**src/rtl/regfile_read_arbiter.sv**
```systemverilog
// Round-robin arbiter sharing the register file's single read port among NREQ requesters.
// Two-stage pipeline: arbitrate/drive rf_sel, then capture rf_data tagged with the winner's ID.
module regfile_read_arbiter #(
    parameter int NREQ = 4,
    parameter int AW   = 5,
    parameter int DW   = 64,
    parameter int IDW  = 2
) (
    input  logic                 clk,
    input  logic                 reset_n,
    input  logic [NREQ-1:0]      req,
    input  logic [NREQ*AW-1:0]   addr,
    output logic [NREQ-1:0]      gnt,
    output logic [AW-1:0]        rf_sel,
    input  logic [DW-1:0]        rf_data,
    output logic                 rd_valid,
    output logic [IDW-1:0]       rd_id,
    output logic [DW-1:0]        rd_data,
    output logic                 busy
);

    generate
        if ((NREQ < 2) || (NREQ > 8) || (IDW != $clog2(NREQ))) begin : g_param_err
            $error("regfile_read_arbiter: NREQ must be 2..8 and IDW must equal clog2(NREQ)");
        end
    endgenerate

    localparam logic [IDW:0] NREQ_W = (IDW+1)'(NREQ);

    // Modulo-NREQ addition of requester indices
    function automatic logic [IDW-1:0] wrap_add(input logic [IDW-1:0] base,
                                                input logic [IDW-1:0] off);
        logic [IDW:0] sum;
        sum = {1'b0, base} + {1'b0, off};
        if (sum >= NREQ_W) begin
            return IDW'(sum - NREQ_W);
        end else begin
            return sum[IDW-1:0];
        end
    endfunction

    logic [NREQ-1:0] gnt_q,      gnt_d;
    logic [AW-1:0]   rf_sel_q,   rf_sel_d;
    logic            a_valid_q,  a_valid_d;
    logic [IDW-1:0]  a_id_q,     a_id_d;
    logic [IDW-1:0]  ptr_q,      ptr_d;
    logic            rd_valid_q, rd_valid_d;
    logic [IDW-1:0]  rd_id_q,    rd_id_d;
    logic [DW-1:0]   rd_data_q,  rd_data_d;

    logic            found_s;
    logic [IDW-1:0]  win_s;
    logic [IDW-1:0]  cand_s;
    logic [AW-1:0]   sel_s;

    // Round-robin search: first requesting index at or above the pointer, wrapping
    always_comb begin
        found_s = 1'b0;
        win_s   = '0;
        cand_s  = '0;
        for (int k = 0; k < NREQ; k++) begin
            cand_s = wrap_add(ptr_q, IDW'(k));
            if (!found_s && req[cand_s]) begin
                found_s = 1'b1;
                win_s   = cand_s;
            end else begin
                found_s = found_s;
            end
        end
    end

    // Address slice of the winning requester
    always_comb begin
        sel_s = '0;
        for (int i = 0; i < NREQ; i++) begin
            if (win_s == IDW'(i)) begin
                sel_s = addr[i*AW +: AW];
            end else begin
                sel_s = sel_s;
            end
        end
    end

    // Next-state for the arbitrate and capture stages
    always_comb begin
        gnt_d      = '0;
        rf_sel_d   = rf_sel_q;
        a_valid_d  = 1'b0;
        a_id_d     = a_id_q;
        ptr_d      = ptr_q;
        rd_valid_d = a_valid_q;
        rd_id_d    = rd_id_q;
        rd_data_d  = rd_data_q;
        if (found_s) begin
            gnt_d     = NREQ'(1'b1) << win_s;
            rf_sel_d  = sel_s;
            a_valid_d = 1'b1;
            a_id_d    = win_s;
            ptr_d     = wrap_add(win_s, IDW'(1'b1));
        end else begin
            gnt_d     = '0;
            a_valid_d = 1'b0;
        end
        // rf_data is the mux output for the rf_sel registered one edge earlier
        if (a_valid_q) begin
            rd_data_d = rf_data;
            rd_id_d   = a_id_q;
        end else begin
            rd_data_d = rd_data_q;
            rd_id_d   = rd_id_q;
        end
    end

    // Pipeline registers; reset discards any in-flight read
    always_ff @(posedge clk or negedge reset_n) begin
        if (!reset_n) begin
            gnt_q      <= '0;
            rf_sel_q   <= '0;
            a_valid_q  <= 1'b0;
            a_id_q     <= '0;
            ptr_q      <= '0;
            rd_valid_q <= 1'b0;
            rd_id_q    <= '0;
            rd_data_q  <= '0;
        end else begin
            gnt_q      <= gnt_d;
            rf_sel_q   <= rf_sel_d;
            a_valid_q  <= a_valid_d;
            a_id_q     <= a_id_d;
            ptr_q      <= ptr_d;
            rd_valid_q <= rd_valid_d;
            rd_id_q    <= rd_id_d;
            rd_data_q  <= rd_data_d;
        end
    end

    assign gnt      = gnt_q;
    assign rf_sel   = rf_sel_q;
    assign rd_valid = rd_valid_q;
    assign rd_id    = rd_id_q;
    assign rd_data  = rd_data_q;
    assign busy     = (|gnt_q) | a_valid_q | rd_valid_q;

endmodule
```
**config.mk**
```make
export PLATFORM = sky130hd
export DESIGN_NAME = regfile_read_arbiter
export DESIGN_NICKNAME = d
export VERILOG_FILES = /design/src/rtl/regfile_read_arbiter.sv
export SDC_FILE = /design/constraint.sdc
export NUM_CORES = 1
export LEC_CHECK = 0
export CAP_MARGIN = 20
export CORE_MARGIN = 3
export CORE_UTILIZATION = 43
export DETAILED_ROUTE_END_ITERATION = 12
export GPL_TIMING_DRIVEN = 0
export HOLD_SLACK_MARGIN = 0.02
export PLACE_DENSITY = 0.95
export SLEW_MARGIN = 40
export SYNTH_ARGS = -nofsm -noshare
export SYNTH_HDL_FRONTEND = slang
export SYNTH_SLANG_ARGS = --single-unit
export TNS_END_PERCENT = 100
```
**constraint.sdc**
```tcl
create_clock -name clk -period 4.4 [get_ports clk]
set_input_delay 1.32 -clock clk [delete_from_list [all_inputs] [get_ports clk]]
set_output_delay 1.32 -clock clk [all_outputs]
set_load 0.1 [all_outputs]
```
==> impl_metrics.env, run 1 <==
export IMPL_run_status="finished, final reports clean"
export IMPL_p_switching_w=0.00109
export IMPL_diodes=0
export IMPL_dpl_cell_count=493
export IMPL_synth_top_family_by_area="multiplexers"
export IMPL_power_share_combinational_pct=43.0
export IMPL_dr_first_iter_drc_count=44
export IMPL_critical_path_cell_chain="clkdlybuf4s50_1 > nor2b_1 > a311oi_1 > or2_2 > ha_1 > clkbuf_1 > a21oi_1 > a221o_1 > a31oi_1"
export IMPL_place_congestion=0.796
export IMPL_cts_tree="yes"
export IMPL_drt_wl_total_microns=7750
export IMPL_setup_viol_count_final=0
export IMPL_max_slew_margin_pct=64.2
export IMPL_p_leak_nw=2.20
export IMPL_layout_nets=499
export IMPL_grt_pass1_vias=2412
export IMPL_vias=2433
export IMPL_finalPower_w=0.00241
export IMPL_finClkSkew_ns=0.0112
export IMPL_synth_simple_area_share_pct=5.44
export IMPL_grt_pass1_wl_microns=11900
export IMPL_synth_mux_area_share_pct=23.5
export IMPL_period_share_pct=74.8
export IMPL_ctsLongestPathBuffers=2
export IMPL_hold_buffers=0
export IMPL_grt_max_degree=42
export IMPL_ios=167
export IMPL_ys_seq_area_share_pct=62.0
export IMPL_start_util_pct=44.6
export IMPL_cts_setup_buffers=0
export IMPL_ys_top_cells_by_area="dfrtp_1, mux2_2, a221o_1, ha_1, nand3b_1"
export IMPL_areaGrowthSynthToFinish_pct=48.8
export IMPL_routedWlPerCell_microns=15.2
export IMPL_fillers=556
export IMPL_post_route_cells_drive_above_1_share_pct=41.2
export IMPL_synth_warnings=0
export IMPL_power_density_nw_per_um2=495
export IMPL_drt_antenna_violating_nets=0
export IMPL_synthesis_nets=321
export IMPL_cts_resized=0
export IMPL_fin_area_sq_um=4860
export IMPL_die_w_microns=93.2
export IMPL_synth_xor_area_share_pct=0
export IMPL_rows=31
export IMPL_antenna_found_initial=0
export IMPL_ir_worst_vdd_v=0.000412
export IMPL_p_clk_share_pct=19.9
export IMPL_die_h_microns=93.2
export IMPL_clk_pin_slew_ns=0.08
export IMPL_rsz0062_at_grt="no"
export IMPL_place_hpwl_microns=6090
export IMPL_syn_inst=227
export IMPL_io_buffer_count=166
export IMPL_cts_sinks=81
export IMPL_max_slew_worst_pin_slew_ns=0.537
export IMPL_fin_util_pct=66.3
export IMPL_pwr_share_seq_pct=37.1
export IMPL_timing_fmax_mhz=304
export IMPL_crit_required_ns=4.66
export IMPL_synth_top_area_cell="dfrtp_1"
export IMPL_synth_cell_types=29
export IMPL_layout_setup_ws_ns=1.11
export IMPL_htreeDepth=3
export IMPL_slew_viol_final=0
export IMPL_synth_seq_cells=81
export IMPL_drc=0
export IMPL_hold_violations=0
export IMPL_slowest_stage="clkdlybuf4s50_1"
export IMPL_cp_max_fo=10
export IMPL_setup_worst_path_end_class="flop"
export IMPL_reg2reg_setup_slack_ns=2.18
export IMPL_gr_total_overflow=0
export IMPL_switching_share_pct=45.4
export IMPL_ctsRootBufferMaster="clkbuf_8"
export IMPL_worstSetupPathType="in2reg"
export IMPL_slowest_delay_ns=0.47
export IMPL_clock_latency_ns=0.33
export IMPL_avgSynthCellArea_sq_um=14.4
export IMPL_postPlaceCellArea_sq_um=4690
export IMPL_crit_buf_inv=2
export IMPL_grt_usage_pct=17.6
export IMPL_hold_path_class="reg2reg"
export IMPL_path_delay_family="compound AO/OA/AOI/OAI gates"
export IMPL_yosysTopAreaCellShare_pct=62.0
export IMPL_die_area_sq_um=8680
export IMPL_syn_area_sq_um=3270
export IMPL_arrival_ns=3.55
export IMPL_finalNonFillerCells=509
export IMPL_intPower_w=0.00132
export IMPL_max_cap_violations=0
export IMPL_dp_slack_ns=0.749
export IMPL_fin_crit_ns=3.29
export IMPL_synth_compound_area_share_pct=4.59
export IMPL_numCtsBuffers=9
export IMPL_dr_pass1_iters=3
export IMPL_drt_vias_per_instance=4.78
export IMPL_crit_path_start_kind="primary input"
export IMPL_core_area_sq_um=7330
export IMPL_synthAdderAreaFrac_pct=1.53
[through the flow]
stage	hold slack [ns]	TNS, ns
global route	0.521	0
detailed placement	0.490	0
global placement	0.488	-56.52
floorplan	0.403	0
CTS	0.507	0
finish	0.489	0
[cell usage in the layout (no fill, tap or decap), drive strengths merged]
master | Yosys | routed
clkdlybuf4s50 | 0 | 88
buf | 8 | 87
dfrtp | 81 | 81
mux2 | 67 | 67
clkbuf | 4 | 15
nor2 | 9 | 9
inv | 8 | 8
nand2 | 7 | 7
a21oi | 7 | 7
nand3b | 5 | 5
a221o | 5 | 5
a31oi | 5 | 5
and2 | 4 | 4
ha | 4 | 4
clkinv | 0 | 4
mux2i | 1 | 1
nand2b | 1 | 1
nor3 | 1 | 1
nor2b | 1 | 1
a311oi | 1 | 1
or2b | 1 | 1
or2 | 1 | 1
or3 | 1 | 1
or4 | 1 | 1
nor4 | 1 | 1
o32ai | 1 | 1
o32a | 1 | 1
o22ai | 1 | 1
clkinvlp | 0 | 1
[flip-flops by register name, summed over array words and instances (netlist names)]
signal and cells:
a_id_q 2, gnt 4, rd_valid 1, ptr_q 2
rf_sel 5, rd_data 64, rd_id 2, a_valid_q 1
[power by group through the flow]
stage / sequential, W / clock, W / combinational, W
2_1_floorplan: 0.00149 / 0 / 0.000212
6_report: 0.000893 / 0.000479 / 0.00104
4_1_cts: 0.000894 / 0.000496 / 0.00104
5_1_grt: 0.000906 / 0.000531 / 0.00108
3_3_place_gp: 0.000906 / 0 / 0.00111
3_5_place_dp: 0.000908 / 0 / 0.00104
[layer usage]
metal	share of wire [%]	wire [microns]	GRT usage, %	up-vias
li1	-	-	-	1159
met1	41	3160	21.0	1171
met2	52	4030	30.7	95
met3	6.1	475	4.42	8
met4	1.1	84	6.47	0
met5	0	0	0	-
[Yosys cell counts]
master,n
or4_4,1
buf_6,2
ha_1,4
mux2_2,66
a221o_1,5
and2_1,4
inv_1,8
a311oi_1,1
nand2b_1,1
or3_1,1
nand2_1,7
o32a_1,1
clkbuf_1,4
o22ai_1,1
mux2i_1,1
buf_1,2
or2b_1,1
nor2b_1,1
dfrtp_1,81
nor4_1,1
or2_2,1
a31oi_1,5
nor3_1,1
mux2_4,1
buf_2,4
a21oi_1,7
nor2_1,9
nand3b_1,5
o32ai_1,1
[worst reg2reg max path, stage by stage (launching register included)]
cell and delay, ns:
dfrtp_1 0.44, nand2b_1 0.17, a21oi_1 0.28, or3_1 0.19, ha_1 0.18, clkbuf_1 0.33
a21oi_1 0.08, a221o_1 0.33, a31oi_1 0.16
[cells by family after synthesis]
kind of cell             count (synthesis)
multiplexers                            68
buffers and inverters                   20
adder cells (fa/ha/maj)                  4
AO/OA/AOI/OAI                           21
flip-flops                              81
AND/OR/NAND/NOR                         33
[final cells by class]
cell class | count | area, sq um | area share, %
flip-flops and latches | 81 | 2030 | 41.7
repair buffers | 167 | 1300 | 26.7
multi-input cells | 126 | 1150 | 23.6
clock buffers | 11 | 141 | 2.91
well taps | 99 | 124 | 2.55
plain buffers | 12 | 65.1 | 1.34
clock inverters | 5 | 31.3 | 0.643
inverters | 8 | 30.0 | 0.618
[path summary, 6_finish.rpt]
path / start / to / cells past startpoint
setup / recovery: req[2] / rf_sel[1]$_DFFE_PN0N_ / 9
hold / removal: a_valid_q$_DFF_PN0_ / rd_valid$_DFF_PN0_ / 0
setup reg to reg: ptr_q[1]$_DFFE_PN0N_ / rf_sel[1]$_DFFE_PN0N_ / 8
hold reg to reg: a_valid_q$_DFF_PN0_ / rd_valid$_DFF_PN0_ / 0
max in group asynchronous: reset_n / rd_id[0]$_DFFE_PN0P_ / 2
min in group asynchronous: reset_n / rd_data[59]$_DFFE_PN0P_ / 1
No activity file was read; power rests on OpenSTA's default activity.
==> inputs of run 2 (changes only) <==
Settings changed: CORE_UTILIZATION 43 to 36, PLACE_DENSITY 0.95 to 0.89.
Clock period 4.4 ns to 2.7 ns, I/O delays scaled along.
==> run 2 against run 1 <==
Effect of this change: non-clock buffer count is 1 lower; utilization is 9.4 points lower; die area is 18% higher; via count is 1.4% higher; global-route usage is 2.0 points lower; wire length is 6.1% higher; critical path depth stayed put; cell count is 1.6% higher; final area is 2.6% higher; power is 77% higher; hold slack worse by 0.16 ns; sequential share of layout area is 1.0 points lower.
==> impl_metrics.env, run 2 (synthesized netlist as in run 1, its figures left out) <==
export IMPL_run_status="finished, final reports clean"
export IMPL_tns_ns=0
export IMPL_critical_path_cell_chain="clkdlybuf4s50_1 > inv_2 > a311oi_4 > or2_4 > ha_1 > buf_6 > a21oi_1 > a221o_1 > a31oi_1"
export IMPL_diodes=0
export IMPL_io_buffer_count=166
export IMPL_grt_usage_pct=15.6
export IMPL_largest_reg_flops=64
export IMPL_grt_pass1_vias=2534
export IMPL_max_slew_margin_pct=60.9
export IMPL_crit_required_ns=2.96
export IMPL_drt_vias_per_instance=4.77
export IMPL_postPlaceCellArea_sq_um=4710
export IMPL_setup_worst_path_end_class="flop"
export IMPL_slew_viol_final=0
export IMPL_setup_viol_count_final=0
export IMPL_grt_pass1_wl_microns=12600
export IMPL_drt_wl_total_microns=8220
export IMPL_gr_total_overflow=0
export IMPL_r2r_start="ptr_q[1]$_DFFE_PN0N_"
export IMPL_hold_violations=0
export IMPL_finClkSkew_ns=0.00805
export IMPL_numCtsBuffers=9
export IMPL_die_area_sq_um=10300
export IMPL_reg2reg_setup_slack_ns=0.48
export IMPL_p_leak_nw=2.27
export IMPL_use_met3_pct=3.58
export IMPL_period_share_pct=96.5
export IMPL_die_h_microns=101
export IMPL_reg2reg_to="rf_sel[3]$_DFFE_PN0N_"
export IMPL_start_util_pct=37.3
export IMPL_power_density_nw_per_um2=853
export IMPL_ctsRootBufferMaster="clkbuf_8"
export IMPL_cp_max_fo=10
export IMPL_cts_tree="yes"
export IMPL_rows=34
export IMPL_max_slew_worst_pin_slew_ns=0.586
export IMPL_timing_fmax_mhz=384
export IMPL_die_w_microns=101
export IMPL_fin_area_sq_um=4990
export IMPL_slowest_stage="clkdlybuf4s50_1"
export IMPL_fin_util_pct=56.9
export IMPL_mostFrequentLayoutCells="clkdlybuf4s50_1, dfrtp_1, buf_2"
export IMPL_worstSetupPathType="in2reg"
export IMPL_cts_setup_buffers=0
export IMPL_drt_antenna_violating_nets=0
export IMPL_crit_path_start_kind="primary input"
export IMPL_vias=2468
export IMPL_htreeDepth=3
export IMPL_slowest_delay_ns=0.54
export IMPL_reg2regPathDepth=7
export IMPL_arrival_ns=2.87
export IMPL_drc=0
export IMPL_hold_path_class="in2async"
export IMPL_ctsLongestPathBuffers=2
export IMPL_post_route_cells_drive_above_1_share_pct=42.8
export IMPL_clk_pin_slew_ns=0.08
export IMPL_use_met2_pct=26.2
export IMPL_clock_latency_ns=0.34
export IMPL_rsz0062_at_grt="no"
export IMPL_top_usage_layer="met2"
export IMPL_ir_worst_vdd_v=0.000517
export IMPL_areaGrowthSynthToFinish_pct=52.6
export IMPL_dr_first_iter_drc_count=28
export IMPL_antenna_found_initial=0
export IMPL_grt_max_degree=55
export IMPL_gr_usage_met1_pct=19.8
export IMPL_layout_nets=498
export IMPL_final_common_cell="clkdlybuf4s50_1"
export IMPL_place_congestion=0.770
export IMPL_ios=167
export IMPL_max_cap_violations=0
export IMPL_place_hpwl_microns=6250
export IMPL_core_area_sq_um=8760
export IMPL_finalPower_w=0.00425
export IMPL_routedWlPerCell_microns=15.9
export IMPL_cts_sinks=81
export IMPL_fin_crit_ns=2.61
export IMPL_dr_pass1_iters=4
==> run 2: cell types whose count changed in the layout (fill, tap and decap cells not counted), sizes merged <==
cell / before / now
clkdlybuf4s50: 88 / 85
clkbuf: 15 / 13
buf: 87 / 88
bufinv: 0 / 3
dlymetal6s2s: 0 / 2
clkinv: 4 / 2
clkinvlp: 1 / 0
dlygate4sd2: 0 / 1
==> run 2: critical path, delay by kind of cell <==
kind / cells / cell delay, ns
compound gates: 4 / 0.93
buf+inv: 3 / 0.76
simple gates: 1 / 0.18
fa+ha+maj: 1 / 0.18
==> run 2: final cells by class <==
cell class | instances | area (sq um)
buffer | 11 | 70.1
clock buffer | 11 | 131
clock inverter | 5 | 104
fill | 731 | 3780
inverter | 8 | 30.0
multi-input combinational | 126 | 1180
sequential | 81 | 2030
tap | 108 | 135
timing repair buffer | 167 | 1310
==> run 2: report_power, final <==
part	switching, W	internal (W)	total [W]
clock	0.000436	0.000616	0.00105
combinational	0.00130	0.000442	0.00174
sequential	0.0000924	0.00137	0.00146
total	0.00183	0.00243	0.00425
==> run 2: layer usage <==
| metal | vias up | routed length (microns) |
|---|---|---|
| met5 | - | 0 |
| met2 | 101 | 3990 |
| met4 | 0 | 88 |
| met1 | 1204 | 3480 |
| li1 | 1152 | - |
| met3 | 11 | 671 |
==> run 2: per-stage QoR <==
step / worst slack (ns) / cells / hold slack, ns
floorplan: 0.150 / 227 / 0.403
global placement: -1.96 / 501 / 0.488
detailed placement: -0.568 / 502 / 0.489
CTS: 0.0192 / 518 / 0.321
finish: 0.0936 / 517 / 0.329
global route: 0.0161 / 517 / 0.330
==> run 2: how the worst max path moves through the flow <==
stage,from,end,slack (ns),cells after the start
global placement,reset_n,rd_data[0]$_DFFE_PN0P_,-1.96,1
finish,req[1],rf_sel[1]$_DFFE_PN0N_,0.09,9
detailed placement,req[2],rf_sel[0]$_DFFE_PN0N_,-0.57,9
floorplan,gnt[3]$_DFF_PN0_,busy,0.15,2
global route,req[1],rf_sel[3]$_DFFE_PN0N_,0.02,9
CTS,a_valid_q$_DFF_PN0_,busy,0.02,5
==> run 2: timing repair <==
item                                    in CTS  in global routing
gates resized for setup                      6                 14
cloned                                       0                  0
pin swaps                                    0                  3
hold buffers                                 0                  0
endpoints found under the setup margin       6                  6
==> inputs of run 3 (changes only) <==
Settings changed: CAP_MARGIN 20 to not set.
==> results of run 3 <==
No change in the layout: final DEF, timing and power equal those of run 2.
